**config.mk**
```make
export PLATFORM = sky130hd
export DESIGN_NAME = stopwatch_core
export DESIGN_NICKNAME = d
export VERILOG_FILES = /design/src/rtl/stopwatch_pkg.sv /design/src/rtl/bcd_digit_counter.sv /design/src/rtl/stopwatch_core.sv
export SDC_FILE = /design/constraint.sdc
export NUM_CORES = 1
export LEC_CHECK = 0
export CORE_ASPECT_RATIO = 1.1
export CORE_MARGIN = 2
export CORE_UTILIZATION = 60
export DETAILED_ROUTE_END_ITERATION = 10
export DONT_BUFFER_PORTS = 1
export PLACE_DENSITY_LB_ADDON = 0.05
export SETUP_SLACK_MARGIN = 0.4
export SYNTH_ARGS = -nofsm -noshare
export SYNTH_HDL_FRONTEND = slang
export SYNTH_SLANG_ARGS = --single-unit
```
**constraint.sdc**
```tcl
create_clock -name clk -period 6.55 [get_ports clk]
set_input_delay 0.9825 -clock clk [delete_from_list [all_inputs] [get_ports clk]]
set_output_delay 0.9825 -clock clk [all_outputs]
set_load 0.05 [all_outputs]
```
**src/rtl/stopwatch_pkg.sv**
```systemverilog
// Shared types and constants for the stopwatch timebase and BCD counter.
package stopwatch_pkg;

  typedef enum logic [1:0] {
    StIdle,
    StRun,
    StLap,
    StStop
  } sw_state_e;

  typedef logic [3:0] bcd_t;

  localparam int unsigned ModMsecl = 10;
  localparam int unsigned ModMsech = 10;
  localparam int unsigned ModSecl  = 10;
  localparam int unsigned ModSech  = 6;

endpackage

```
**src/rtl/bcd_digit_counter.sv**
```systemverilog
// One decade-style BCD digit with synchronous clear and cascade carry.
module bcd_digit_counter
  import stopwatch_pkg::*;
#(
  parameter int unsigned MOD = 10
) (
  input  logic clk,
  input  logic rst_n,
  input  logic clr,
  input  logic en,
  output bcd_t q,
  output logic carry
);

  localparam bcd_t Max = bcd_t'(MOD - 1);

  if ((MOD < 2) || (MOD > 10)) begin : g_bad_mod
    $error("bcd_digit_counter MOD must be in 2..10");
  end

  bcd_t q_q, q_d;

  always_comb begin
    q_d = q_q;
    if (clr) begin
      q_d = '0;
    end else if (en) begin
      // >= keeps the digit in range even if it were ever disturbed
      q_d = (q_q >= Max) ? '0 : q_q + 4'd1;
    end
  end

  always_ff @(posedge clk or negedge rst_n) begin
    if (!rst_n) begin
      q_q <= '0;
    end else begin
      q_q <= q_d;
    end
  end

  assign q     = q_q;
  assign carry = en && (q_q == Max);

endmodule

```
**src/rtl/stopwatch_core.sv**
```systemverilog
// Stopwatch: 100 Hz prescaler, 00.00-59.99 BCD count, start/stop/lap/clear FSM, display hold.
module stopwatch_core
  import stopwatch_pkg::*;
#(
  parameter int unsigned CLK_HZ  = 50_000_000,
  parameter int unsigned TICK_HZ = 100
) (
  input  logic clk,
  input  logic rst_n,
  input  logic start_stop,
  input  logic lap,
  input  logic clear,
  output bcd_t stopwatchsech,
  output bcd_t stopwatchsecl,
  output bcd_t stopwatchmsech,
  output bcd_t stopwatchmsecl,
  output logic running,
  output logic lap_active,
  output logic overflow
);

  localparam int unsigned DIV = CLK_HZ / TICK_HZ;
  localparam int unsigned PsW = (DIV > 1) ? $clog2(DIV) : 1;
  localparam logic [PsW-1:0] PsMax = PsW'(DIV - 1);

  if (((CLK_HZ % TICK_HZ) != 0) || (DIV == 0)) begin : g_bad_div
    $error("CLK_HZ must be a nonzero integer multiple of TICK_HZ");
  end

  sw_state_e      state_q, state_d;
  logic [PsW-1:0] presc_q, presc_d;
  logic [15:0]    disp_q, disp_d;
  logic           running_q, lap_active_q, overflow_q;
  logic           counting, tick, clr_cnt;
  bcd_t           cnt_msecl, cnt_msech, cnt_secl, cnt_sech;
  logic           c_msecl, c_msech, c_secl, wrap;

  // Priority clear > start_stop > lap, restricted to pulses valid in each state
  always_comb begin
    state_d = state_q;
    unique case (state_q)
      StIdle: if (start_stop) state_d = StRun;
      StRun: begin
        if (start_stop) state_d = StStop;
        else if (lap)   state_d = StLap;
      end
      StLap: begin
        if (start_stop) state_d = StStop;
        else if (lap)   state_d = StRun;
      end
      StStop: begin
        if (clear)           state_d = StIdle;
        else if (start_stop) state_d = StRun;
      end
      default: state_d = StIdle;
    endcase
  end

  assign counting = (state_q == StRun) || (state_q == StLap);
  assign tick     = counting && (presc_q == PsMax);
  assign clr_cnt  = (state_q == StStop) && clear;

  always_comb begin
    presc_d = presc_q;
    if ((state_q == StIdle) || clr_cnt) begin
      presc_d = '0;
    end else if (counting) begin
      presc_d = tick ? '0 : presc_q + 1'b1;
    end
  end

  bcd_digit_counter #(.MOD(ModMsecl)) u_msecl (
    .clk(clk), .rst_n(rst_n), .clr(clr_cnt), .en(tick), .q(cnt_msecl), .carry(c_msecl)
  );
  bcd_digit_counter #(.MOD(ModMsech)) u_msech (
    .clk(clk), .rst_n(rst_n), .clr(clr_cnt), .en(c_msecl), .q(cnt_msech), .carry(c_msech)
  );
  bcd_digit_counter #(.MOD(ModSecl)) u_secl (
    .clk(clk), .rst_n(rst_n), .clr(clr_cnt), .en(c_msech), .q(cnt_secl), .carry(c_secl)
  );
  bcd_digit_counter #(.MOD(ModSech)) u_sech (
    .clk(clk), .rst_n(rst_n), .clr(clr_cnt), .en(c_secl), .q(cnt_sech), .carry(wrap)
  );

  // The lap snapshot is simply the last load before entering LAP, so a same-edge tick is excluded
  assign disp_d = (state_q == StLap) ? disp_q : {cnt_sech, cnt_secl, cnt_msech, cnt_msecl};

  always_ff @(posedge clk or negedge rst_n) begin
    if (!rst_n) begin
      state_q      <= StIdle;
      presc_q      <= '0;
      disp_q       <= '0;
      running_q    <= 1'b0;
      lap_active_q <= 1'b0;
      overflow_q   <= 1'b0;
    end else begin
      state_q      <= state_d;
      presc_q      <= presc_d;
      disp_q       <= disp_d;
      running_q    <= (state_d == StRun) || (state_d == StLap);
      lap_active_q <= (state_d == StLap);
      overflow_q   <= clr_cnt ? 1'b0 : (overflow_q | wrap);
    end
  end

  assign stopwatchsech  = disp_q[15:12];
  assign stopwatchsecl  = disp_q[11:8];
  assign stopwatchmsech = disp_q[7:4];
  assign stopwatchmsecl = disp_q[3:0];
  assign running        = running_q;
  assign lap_active     = lap_active_q;
  assign overflow       = overflow_q;

endmodule

```
After elaboration in Yosys (flattened, before gate mapping):

Index checks and enable logic that the tools add are counted.

* logic and storage cells: 68
* output and inout port bits: 19
* bits in registers: 56

* equality and inequality tests: 10
* $lt $le $gt $ge: 4
* mux-type cells: 23
* $add $sub $neg: 5
* bitwise operators: 1
* reductions and logical operators: 15

Operator list (number)
* $mux W19: 3
* $mux W4: 12
* $add A19 B1 Y19 const B: 1
* $eq A19 B19 Y1 const B: 1
* $add A4 B1 Y4 const B: 4
* $eq A4 B4 Y1 const B: 3
* $ge A4 B4 Y1 const B: 3
* $mux W2: 6
* $reduce_bool A2 Y1: 5
* $pmux W2 S4: 1
* $eq A2 B2 Y1 const B: 3
* $logic_and A1 B1 Y1: 6
* $eq A2 B1 Y1 const B: 2
* $eq A4 B3 Y1 const B: 1
* $ge A4 B3 Y1 const B: 1
* $logic_or A1 B1 Y1: 3
* $logic_not A2 Y1: 1
* $mux W1: 1
* $or A1 B1 Y1: 1

Longest topological paths before layout:

Gate-level depths: netlist of the first run.

* depth in word-level cells: 9
* gate-level depth with buffers: 8
* gate-level depth less buffers: 7

By module:

From an unflattened synthesis of the first run, not the netlist that was laid out.

* cell total of the unflattened synthesis: 298
* area, all modules: 3139.3 um^2

Modules (own cells, without submodules)
* stopwatch_core: instances 1, area an instance 2053.2 um^2, cells an instance 191
* bcd_digit_counter (u_msech ...): instances 3, area an instance 269.0 um^2, cells an instance 27
* bcd_digit_counter (u_sech): instances 1, area an instance 279.0 um^2, cells an instance 26

Least setup slack after synthesis of the first run:

Ideal clock, no wire load.

* kind: in2reg
* start: input port clear
* end: register presc_q[18]
* stages on the path: 4
* arrival: 2.099 ns
* required time: 6.472 ns
* setup time: 0.078 ns
* slack: 4.373 ns
* cell sequence: a211oi_1 > or4_1 > or4_1 > a21oi_1

* cells in the longest elaborated chain, start to end: 3
* elaborated cells on any way between the ends: 4
* those cells by class: mux: 1; reduce/logical: 3

Ends and longest elaborated chain
* start, declared: line stopwatch_core.sv:12 `input logic clear,`
* $logic_and A1 B1 Y1 *: line stopwatch_core.sv:61 `assign clr_cnt = (state_q == StStop) && clear;`
* $logic_or A1 B1 Y1 *: line stopwatch_core.sv:65 `if ((state_q == StIdle) || clr_cnt) begin`
* $mux W19 / $reduce_bool A2 Y1 (equally long branches)
* end signal, assigned: line stopwatch_core.sv:98 `presc_q <= presc_d;`
* end, declared: line stopwatch_core.sv:31 `logic [PsW-1:0] presc_q, presc_d;`

Every way passes the cells marked *; elsewhere a longest branch is shown, timed or not.
A chain may end at the register's enable or synchronous reset.

Worst setup path after layout of the first run:

* start: register state_q[1]
* end: register presc_q[8]

* cells in the longest elaborated chain, start to end: 6
* elaborated cells on any way between the ends: 12
* those cells by class: eq/ne: 3; mux: 3; reduce/logical: 6

Ends and longest elaborated chain
* start, declared: line stopwatch_core.sv:30 `sw_state_e state_q, state_d;`
* start signal, assigned: line stopwatch_core.sv:90 `state_q <= StIdle;`
* start signal, assigned: line stopwatch_core.sv:97 `state_q <= state_d;`
* $eq A2 B1 Y1 / $eq A2 B2 Y1 (equally long branches): line stopwatch_core.sv:59 `assign counting = (state_q == StRun) || (state_q == StLap);`
* $logic_or A1 B1 Y1: line stopwatch_core.sv:59
* $logic_and A1 B1 Y1: line stopwatch_core.sv:60 `assign tick = counting && (presc_q == PsMax);`
* $mux W19: line stopwatch_core.sv:68 `presc_d = tick ? '0 : presc_q + 1'b1;`
* $mux W19: line stopwatch_core.sv:67 `end else if (counting) begin`
* $mux W19: line stopwatch_core.sv:65

Several ways; a longest one is shown, not always the timed one. The select of a mux whose other input is x is not followed.

==> results.md, run 1 <==
- The termination of the worst setup path is presc_q[8].
- In this run, synthesis inferred 0 flip-flops with an integrated enable.
- The most used flip-flop cell after synthesis is sky130_fd_sc_hd__dfrtp_1.
- The number of buffers inserted for hold repair after clock tree synthesis is 0.
- Walking the worst path, the cells encountered are inv_1 -> ha_1 -> nand4b_1 -> or4_1 -> o21ai_4 -> nor2_1.
- The layout net count is 336.
- The kind of launch point of the worst setup path is a register.
- Based on the critical path, the design can be clocked at up to ~0.36 GHz.
- The number of distinct library cell variants in the gate-level netlist after synthesis is between 50 and 60.
- Of the total power, registers draw 0.483.
- The top cell type's share of synthesized area is 0.445.
- The wire length per cell after detailed routing is about 16 µm.
- For this configuration, the core starts out at a cell density of 0.626.
- The post-synthesis net count is approximately 340.
- Of all nets on the critical path, the largest fanout is 16.
- The mapped netlist covers between 0.003 and 0.004 mm².
- Fill cells in the final layout number 415.
- The library cell occupying the most area in the post-synthesis netlist is sky130_fd_sc_hd__dfrtp_1.
- The total CTS buffers is 5.
- For this block, the initial DRC count from the detailed router was between 150 and 200.
- Counting flops and latches in the post-synthesis netlist gives 56.
- The pin count of the biggest net entering global routing is 57.
- The tool flagged a number of max-cap violations equal to 0.
- The floorplan die width is around 73 µm.
- The detailed-router iteration count before antenna repair is 5.
- After synthesis, the cell types taking the most area are sky130_fd_sc_hd__dfrtp_1 44%, sky130_fd_sc_hd__ha_1 7.5%, sky130_fd_sc_hd__nand4_1 3.4%.
- For the worst setup path, the data required time is around 6.7 ns.
- Compared with the post-synthesis result, the final layout area differs by 4.13%.
- Of the cells placed in the final design, the portion with a size suffix greater than 1 is 0.0799.
- The global-route wire length before repair is 10600 µm.
- In this run the tool buffered the top-level ports with 0 buffer cells.
- Adding up every negative setup slack in the final design gives 0 ns.
- The final hold slack is about 0.35 ns.
- STA classifies the critical path endpoint as a register.
- The aggregate global-route resource usage is 0.231.
- The largest vdd supply drop is between 0.15 and 0.2 mV.
- The path class of the tightest hold or removal check is primary input to async pin.
- The placer congestion estimate is around 0.78.
- The per-cell via count in the routed design is 6.48.
- The total internal power is 597 µW.
- The post-synthesis sequential area ratio is 0.445.
- In this run the register-to-register setup slack is ~3.8 ns.
- The share of the clock period used by the worst path after layout is 0.419.
- The clock tree from TritonCTS is built.
- The worst flop-to-flop path startpoint is state_q[1].
- The total I/O pin count is 24.
- CTS built an H-tree with a depth of 2.
- The initial antenna violation count came to 0.
- In the routed design, unresolved DRC markers number 0.
- The number of gates resized after CTS is 0.
- Before CTS, the worst setup slack after placement is roughly 3.8 ns.
- The master of the slowest instance on the critical path is sky130_fd_sc_hd__or4_1.
- The final count of hold timing violations is 0.
- The standby leakage power is approximately 0.0014 µW.
- The chip height is around 80 µm.
- The worst reg-to-reg path cell count is 6.
- After technology mapping, the gate count stands at about 320.
- The setup slack after layout is roughly 3.8 ns.
- For this design the ratio of total power to cell area is roughly 290 mW/mm².
- The clock skew after layout is around 0.0087 ns.
- In this run the post-CTS setup repair buffer count came out at 0.
- Tracing the worst setup path back leads to its startpoint at state_q[1].
- 0 antenna diodes ended up in the layout.
- Setup violations remaining at the end of the flow were counted as 0.
- The commonest cells after synthesis are 56 x sky130_fd_sc_hd__dfrtp_1, 26 x sky130_fd_sc_hd__nand2_1, 19 x sky130_fd_sc_hd__ha_1, 18 x sky130_fd_sc_hd__o21ai_0, 17 x sky130_fd_sc_hd__nand4_1.
- The total length of routed wires is a little over 6000 µm.
- The sum of overflow across all layers after global routing is 0.
- Of the total power, the share spent switching nets is 0.372.
- The number of global-route vias before repair is between 2k and 2.5k.
- The transition time at the pin with the least slew margin is about 0.93 ns.
- Setup repair after global routing left no endpoint under its margin.
- The most common cell in the netlist is sky130_fd_sc_hd__dfrtp_1.
- The die covers between 0.005 and 0.006 mm².
- The total number of vias is ~2.4k.
- In this run the standard cell core region covers between 0.005 and 0.006 mm².
- The worst flop-to-flop path endpoint is presc_q[8].
- The mean cell area of the mapped netlist is 9.93 µm².
- The setup path with the least slack is of type register to register.
- Of the total power, the clock network draws 0.248.
- The root buffer cell is sky130_fd_sc_hd__clkbuf_8.
- The run finished with clean final reports.
- The switching power total is approximately 350 µW.
- For the finished layout, the period the worst path requires is around 2.7 ns.
- STA puts the critical path data arrival time at ~2.9 ns.
- The combinational cell fraction of total power is 0.269.
- After clock tree synthesis, the clock-pin slew on the worst setup and hold paths is around 0.10 ns.
- Row generation in the floorplan step produced 27 rows.
- The buffer levels on the longest clock path is 2.
- For this run, the slowest stage of the critical path takes 0.81 ns.
- For this run, the number of Yosys warnings is 0.
- After synthesis, the share of flip-flops with an asynchronous set or reset is 1.00.
- The final-report max-slew violation count came to 0.
- The number of sinks handled by clock tree synthesis is between 50 and 60.
- The clock insertion delay at the later pin of the skew report is approximately 0.31 ns.
- Detailed placement finished with a half-perimeter wire length of between 4000 and 5000 µm.
- The remaining antenna violation count is 0.
- The worst max-slew margin expressed relative to the limit is 0.377.
[worst max-delay path, delay by kind of cell, from the launching register on]
family                     cells  cell delay, ns
buffers and inverters          1            0.10
AOI/OAI and AO/OA              1            0.50
adders and majority gates      1            0.51
DFF                            1            0.42
and+or+nand+nor                3            1.08
[cell usage in the layout, fill, tap and decap left out, types with 7 or more instances in the layout]
master,Yosys,routed
sky130_fd_sc_hd__a21oi_1,15,15
sky130_fd_sc_hd__dfrtp_1,56,56
sky130_fd_sc_hd__ha_1,19,19
sky130_fd_sc_hd__inv_1,16,16
sky130_fd_sc_hd__mux2_2,7,7
sky130_fd_sc_hd__nand2_1,26,26
sky130_fd_sc_hd__nand3_1,14,14
sky130_fd_sc_hd__nand4_1,17,17
sky130_fd_sc_hd__nor2_1,16,16
sky130_fd_sc_hd__o211ai_1,7,7
sky130_fd_sc_hd__o21ai_0,18,18
[power groups by stage]
stage	combinational, µW	clock (µW)	sequential (µW)
after floorplan	208	0	458
after global placement	250	0	465
after detailed placement	254	0	466
after CTS	255	243	459
after global routing	290	256	465
final	255	236	459
[cell type report]
| cell class | instances | area (µm²) | area share |
|---|---|---|---|
| clock buffer | 6 | 82.6 | 0.0252 |
| clock inverter | 2 | 38.8 | 0.0118 |
| inverter | 16 | 60.1 | 0.0183 |
| multi-input combinational | 232 | 1620 | 0.493 |
| sequential | 56 | 1400 | 0.427 |
| tap | 58 | 72.6 | 0.0221 |
| timing repair buffer | 1 | 7.51 | 0.00229 |
[through the flow]
stage / instance area [µm²] / std cells / power, µW / utilization
floorplan: 3150 / 317 / 667 / -
global placement: 3160 / 363 / 714 / 0.627
detailed placement: 3160 / 363 / 721 / 0.627
CTS: 3280 / 371 / 958 / 0.652
global route: 3280 / 371 / 1010 / 0.652
finish: 3280 / 371 / 951 / 0.652
[registers in the layout, summed over array words and instances (netlist names)]
signal      cells
disp_q         16
presc_q        19
lap_active      1
overflow        1
u_msech.q       4
u_sech.q        4
state_q         2
u_msecl.q       4
u_secl.q        4
running         1
[logic make-up (layout without fill, tap and decap cells)]
family,Yosys count,in the layout,share of synthesized area
and+or+nand+nor,125,125,0.228
AOI/OAI and AO/OA,67,67,0.144
DFF,56,56,0.445
adders and majority gates,19,19,0.0755
xor gates and xnor gates,10,10,0.0278
muxes,11,11,0.0377
buffers and inverters,29,25,0.0417
[worst min path at each step]
stage,startpoint,to,depth (start not counted)
floorplan,presc_q[17],presc_q[17],1
global placement,presc_q[17],presc_q[17],1
detailed placement,presc_q[17],presc_q[17],1
CTS,rst_n,disp_q[0],0
global route,rst_n,disp_q[0],0
finish,rst_n,disp_q[0],0
[metal layers]
metal	up-vias	track usage	wire length [µm]
met3	14	0.0429	207
met1	1176	0.308	2940
met4	0	0.0741	122
met2	59	0.377	2780
met5	-	0	0
li1	1154	-	-
Note: power is estimated with default switching activity, not from simulation.
==> inputs of run 2 (changes only) <==
--- a/config.mk
+++ b/config.mk
@@ -7,7 +7,7 @@
 export LEC_CHECK = 0
 export CORE_ASPECT_RATIO = 1.1
 export CORE_MARGIN = 2
-export CORE_UTILIZATION = 60
+export CORE_UTILIZATION = 57
 export DETAILED_ROUTE_END_ITERATION = 10
 export DONT_BUFFER_PORTS = 1
 export PLACE_DENSITY_LB_ADDON = 0.05
==> constraint.sdc (replaced) <==
create_clock -name clk -period 2.3 [get_ports clk]
set_input_delay 0.345 -clock clk [delete_from_list [all_inputs] [get_ports clk]]
set_output_delay 0.345 -clock clk [all_outputs]
set_load 0.05 [all_outputs]
==> run 2 against run 1 <==
Compared with the run above:
- first-iteration DRC count down 39%
- global-route usage rose by 2.1 points
- largest cell class unchanged
- clock power increased by 130%
- core utilization is 8.4 points higher
- cell count rose by 15%
- combinational power grew to 5.6 times the previous value
- critical path type unchanged
- critical path depth increased by 2
==> results.md, run 2 (synthesis gave the netlist of run 1 again) <==
- The flow ran to the end, and the final reports show no timing, DRC or antenna violations.
- The number of sinks handled by clock tree synthesis is 56.
- The aggregate negative setup slack is 0 ns.
- The clock skew after layout is roughly 0.017 ns.
- The final count of hold timing violations is 0.
- For this run, design rule violations remaining after detail routing come to 0.
- The final critical path time including I/O delays and setup is 2.11 ns.
- The aggregate global-route resource usage is 0.252.
- The total I/O pin count is 24.
- The detailed placement HPWL is 4410 µm.
- In this run the power density over the cells is a little over 800 mW/mm².
- The register with the most flip-flops in the layout has 19 of them.
- The final route contains around 2.6k vias.
- The per-cell via count in the routed design is approximately 6.1.
- The effective utilization at floorplan is 0.588.
- The master of the slowest instance on the critical path is sky130_fd_sc_hd__dfrtp_1.
- Setup repair after global routing could not meet its margin everywhere.
- STA puts the critical path data required time at between 2 and 3 ns.
- The die covers just over 0.006 mm².
- The detailed router finished its first iteration with a little under 100 violations.
- The area growth from synthesis to layout is 25.3%.
- The type of element capturing the critical path is a register.
- The detailed-router iteration count before antenna repair is 4.
- The clock tree from TritonCTS is built.
- The completed layout was analyzed and its total power is between 3000 and 4000 µW.
- The number of buffer cells added on primary ports is 0.
- The final-report max-slew violation count was 0.
- The number of antenna repair diodes is 0.
- The transition time at the pin with the least slew margin is a little under 0.7 ns.
- The number of max-capacitance violations reported is 0.
- The share of the clock period used by the worst path after layout is 0.919.
- The total length of routed wires is 7550 µm.
- Traced cell by cell, the critical path runs through inv_2 -> ha_4 -> buf_4 -> or3b_4 -> nor4_4 -> buf_6 -> nand3b_1 -> a31o_2.
- The largest registers in the layout are presc_q (19), disp_q (16).
- The ratio of cells with drive above 1 in the final layout is 0.308.
- In this run the standard cell core region covers about 0.0054 mm².
- The placed cell count is about 390.
- After the flow finishes, the layout carries non-filler instances totaling between 400 and 500.
- The wire length per cell after detailed routing is 17.7 µm.
- The worst max-slew margin expressed relative to the limit is 0.545.
- The leading cell type in the layout, fill and taps excluded is sky130_fd_sc_hd__dfrtp_1.
- Entering global routing, the biggest net connects 57 pins.
- The sum of overflow across all layers after global routing is 0.
- The worst hold path belongs to the class primary input to register.
- The buffer levels on the longest clock path is 2.
- The cell sitting at the root of the clock tree is a sky130_fd_sc_hd__clkbuf_8.
- The initial antenna violation count was 0.
- The first global-routing pass estimated between 10000 and 15000 µm of wire.
- The maximum clock frequency is around 0.47 GHz.
- Counting both buffers and inverters, the worst setup path holds a total of 3.
- The largest vdd supply drop is 0.607 mV.
- The number of placement rows is 28.
- The layout net count is between 300 and 400.
- The total CTS buffers is 5.
- The cell class contributing the biggest share of worst-path delay is simple AND/OR/NAND/NOR gates.
- The clock reaches the later pin of the worst-skew pair after between 0.3 and 0.4 ns.
- Measured along the x axis, the die boundary spans between 70 and 80 µm.
- The critical-path maximum fanout is 8.
- The standby leakage power is approximately 0.0017 µW.
- In the layout the commonest cells are 56 x sky130_fd_sc_hd__dfrtp_1, 27 x sky130_fd_sc_hd__buf_4, 24 x sky130_fd_sc_hd__nand2_1.
- The number of global-route vias before repair was between 2k and 2.5k.
- The final hold slack is approximately 0.28 ns.
- The H-tree level count is 2.
- Setup violations remaining at the end of the flow were counted as 0.
- The register with the most flip-flops is presc_q.
- The critical path is of the register to register type.
- The die is between 80 and 90 µm tall.
- The detail route stage leaves a number of antenna-violating nets equal to 0.
- The clock transition at the registers of the reported paths is around 0.10 ns.
- STA classifies the critical path startpoint as a register.
- The critical path data arrival time is 2.32 ns.
- The largest stage delay on the critical path is approximately 0.40 ns.
- Routability-driven placement finished with a final weighted congestion of ~0.86.
## run 2: cell types whose count changed in the layout (fill, tap and decap cells not counted), sizes merged
cell         change
bufinv           -1
dlygate4sd3      +1
buf             +37
clkinvlp         +1
## run 2: cell type report
type                       count  area [µm²]
clock buffer                   6        72.6
clock inverter                 2        16.3
fill                         378        1420
inverter                      16        60.1
multi-input combinational    232        1920
sequential                    56        1400
tap                           75        93.8
timing repair buffer          39         382
## run 2: worst paths after layout
path,from,endpoint,slack [ns],cells after the start
setup / recovery,state_q[0],u_sech.q[2],0.19,8
hold / removal,lap,state_q[0],0.28,2
setup reg to reg,state_q[0],u_sech.q[2],0.19,8
hold reg to reg,presc_q[17],presc_q[17],0.53,1
max in group asynchronous,rst_n,presc_q[0],1.51,2
min in group asynchronous,rst_n,u_msecl.q[2],0.54,2
## run 2: layer usage
metal,part of all wire,track usage,routed length (µm)
met5,0,0,0
met3,0.031,0.0442,237
met1,0.45,0.328,3380
met2,0.50,0.430,3810
met4,0.017,0.0625,127
## run 2: where the power goes
| part | leakage, µW | internal, µW | switching, µW |
|---|---|---|---|
| combinational | 0.000840 | 671 | 744 |
| clock | 0.0000414 | 218 | 333 |
| sequential | 0.000773 | 1080 | 222 |
| total | 0.00165 | 1970 | 1300 |
## run 2: stage by stage
stage,area (µm²),worst slack [ns],util
finish,3950,0.187,0.736
global placement,3260,0.210,0.609
floorplan,3200,0.335,-
CTS,3670,0.255,0.684
global route,3950,0.157,0.736
detailed placement,3260,0.148,0.609
## run 2: timing repair
item / in CTS / in global routing
gates cloned: 2 / 0
endpoints found under the setup margin: 37 / 38
pin swaps: 12 / 14
resized for setup: 34 / 43
endpoints found under the hold margin: 56 / 0
hold buffers: 2 / 0
buffers inserted: 17 / 10
==> inputs of run 3 (changes only) <==
--- a/config.mk
+++ b/config.mk
@@ -8,6 +8,7 @@
 export CORE_ASPECT_RATIO = 1.1
 export CORE_MARGIN = 2
 export CORE_UTILIZATION = 57
+export CTS_BUF_LIST = sky130_fd_sc_hd__clkbuf_8 sky130_fd_sc_hd__clkbuf_16
 export DETAILED_ROUTE_END_ITERATION = 10
 export DONT_BUFFER_PORTS = 1
 export PLACE_DENSITY_LB_ADDON = 0.05
==> run 3 against run 2 <==
Compared with the run above:
- clock skew about the same
- clock power about the same
- cell count did not move
- register-to-register slack is essentially flat
- power down 0.12%
- largest power group unchanged
- critical path type unchanged
- worst setup slack better by 0.0097 ns
- largest cell class unchanged
- critical path depth unchanged
- sequential power about the same
==> results.md, run 3 (synthesis gave the netlist of run 1 again) <==
- The run finished with clean final reports.
- In the routed design, unresolved DRC markers number 0.
- The leading cell type in the layout, fill and taps excluded is sky130_fd_sc_hd__dfrtp_1.
- The largest vdd supply drop is 0.607 mV.
- The final-report max-slew violation count is 0.
- The layout net count is roughly 370.
- The floorplan die area is roughly 0.006 mm².
- For this run the aggregate overflow at the end of global routing stands at 0.
- The clock skew after layout is 0.0174 ns.
- The standby leakage power is roughly 0.0017 µW.
- The initialized floorplan defines 28 standard-cell rows.
- The DRC marker count from the first detailed-route iteration is 99.
- The die is 82.0 µm tall.
- The first global-routing pass estimated about 12000 µm of wire.
- The final critical path time including I/O delays and setup is around 2.1 ns.
- TritonCTS built the clock tree.
- Across every metal layer, demand over resource in global routing totals 0.252.
- The first detailed-routing pass took 4 iterations.
- For the pin with the worst max-slew slack, the measured transition is 0.685 ns.
- Summing all placed instances gives a cell area of 0.00326 mm².
- The remaining antenna violation count is 0.
- The placer congestion estimate is ~0.86.
- The aggregate negative setup slack is 0 ns.
- The finished layout cell area is slightly below 0.004 mm².
- In the layout the commonest cells are 56 x sky130_fd_sc_hd__dfrtp_1, 27 x sky130_fd_sc_hd__buf_4, 24 x sky130_fd_sc_hd__nand2_1.
- The root buffer cell is sky130_fd_sc_hd__clkbuf_8.
- The ratio of cells with drive above 1 in the final layout is 0.308.
- Dividing the final minimum period by the clock period gives 0.915.
- The initial antenna violation count came to 0.
- In the routed layout, each cell is associated on average with a via count of 6.12.
- The pin count of the biggest net entering global routing is 57.
- The final count of hold timing violations is 0.
- The worst reg-to-reg setup slack is ~0.2 ns.
- Setup violations remaining at the end of the flow were counted as 0.
- Timing analysis after detailed placement gives a worst setup slack of 0.148 ns.
- 24 I/O pins were placed.
- The register with the most flip-flops is presc_q.
- In the final layout, the registers with the most flip-flops are presc_q (19), disp_q (16).
- In this run the power density over the cells is ~830 mW/mm².
- The area growth from synthesis to layout is 25.3%.
- The number of antenna repair diodes is 0.
- The class of the tightest hold or removal check is primary input to register.
- Dividing the detail-routed wire length by the instance count gives between 15 and 20 µm.
- The critical path data arrival time is 2.32 ns.
- The wire-length estimate of the detail-placed layout is around 4400 µm.
- The number of global-route vias before repair is about 2.5k.
- The type of element capturing the critical path is a register.
- The kind of critical path is register to register.
- The floorplan die width is 74.9 µm.
- The flip-flop count of the largest register, all copies and words added is 19.
- The effective utilization at floorplan is 0.588.
- The area inside the core boundary is around 0.0054 mm².
- The end-of-flow core utilization is 0.736.
- The kind of launch point of the worst setup path is a register.
- The buffer levels on the longest clock path is 2.
- The required arrival time at the worst endpoint is 2.51 ns.
- Clock-pin slew was measured on the worst setup and hold paths at 0.10 ns.
- Summing over every cut layer, the via total after detailed routing is about 2.6k.
- The H-tree was split into 2 levels.
- At the later pin of the worst-skew pair, clock insertion delay measures 0.32 ns.
- The worst pin sits at a relative slew slack of 0.542.
- The number of buffer cells added on primary ports is 0.
- The total CTS buffers is 5.
- Setup slack closes at roughly 0.20 ns.
- Along the worst path, the maximum fanout reaches 8.
- Setup repair after global routing could not meet its margin everywhere.
- The maximum clock frequency is ~0.48 GHz.
- The count of fill cells added during filler insertion is around 380.
- The tool flagged a number of max-cap violations equal to 0.
- The total length of routed wires is approximately 7600 µm.
- The number of sinks handled by clock tree synthesis is 56.
[run 3: path summary, 6_finish.rpt]
check	end	cells past startpoint	start
worst min register to register	presc_q[17]	1	presc_q[17]
worst max-delay path	u_sech.q[2]	8	state_q[0]
worst min-delay path	state_q[0]	2	lap
worst max register to register	u_sech.q[2]	8	state_q[0]
max in group asynchronous	presc_q[0]	2	rst_n
min in group asynchronous	u_msecl.q[2]	2	rst_n
[run 3: report_power, final]
part / switching (µW) / internal, µW / leakage, µW
registers: 222 / 1080 / 0.000773
logic: 743 / 671 / 0.000840
clock network: 335 / 213 / 0.0000455
total: 1300 / 1960 / 0.00166
[run 3: critical path, cell delays in order (launching register included)]
cell,delay (ns)
sky130_fd_sc_hd__dfrtp_1,0.40
sky130_fd_sc_hd__inv_2,0.07
sky130_fd_sc_hd__ha_4,0.28
sky130_fd_sc_hd__buf_4,0.11
sky130_fd_sc_hd__or3b_4,0.39
sky130_fd_sc_hd__nor4_4,0.20
sky130_fd_sc_hd__buf_6,0.20
sky130_fd_sc_hd__nand3b_1,0.10
sky130_fd_sc_hd__a31o_2,0.25
[run 3: routing by layer]
| metal | up-vias | global-route usage | routed length (µm) |
|---|---|---|---|
| met2 | 64 | 0.430 | 3820 |
| met5 | - | 0 | 0 |
| met1 | 1295 | 0.328 | 3370 |
| met4 | 0 | 0.0625 | 125 |
| met3 | 15 | 0.0442 | 243 |
| li1 | 1232 | - | - |
[run 3: area by class of cell]
type | instances | area, µm² | share of cell area
multi-input cells | 232 | 1920 | 0.487
clock inverters | 3 | 20.0 | 0.00507
inverters | 16 | 60.1 | 0.0152
repair buffers | 39 | 382 | 0.0967
flip-flops and latches | 56 | 1400 | 0.355
well taps | 75 | 93.8 | 0.0238
clock buffers | 5 | 68.8 | 0.0174
[run 3: repair_timing]
| item | CTS | global route |
|---|---|---|
| gates cloned | 2 | 0 |
| endpoints found under the hold margin | 56 | 0 |
| buffers inserted | 17 | 10 |
| resized for setup | 34 | 43 |
| hold buffers | 2 | 0 |
| pin swaps | 12 | 14 |
| endpoints found under the setup margin | 37 | 38 |
[run 3: stage by stage]
stage / hold WS (ns) / total power (µW) / std cells
after floorplan: 0.0494 / 1980 / 317
after global placement: 0.0505 / 2130 / 387
after detailed placement: 0.0507 / 2150 / 387
after CTS: 0.242 / 3050 / 416
after global routing: 0.296 / 3440 / 426
final: 0.283 / 3260 / 426
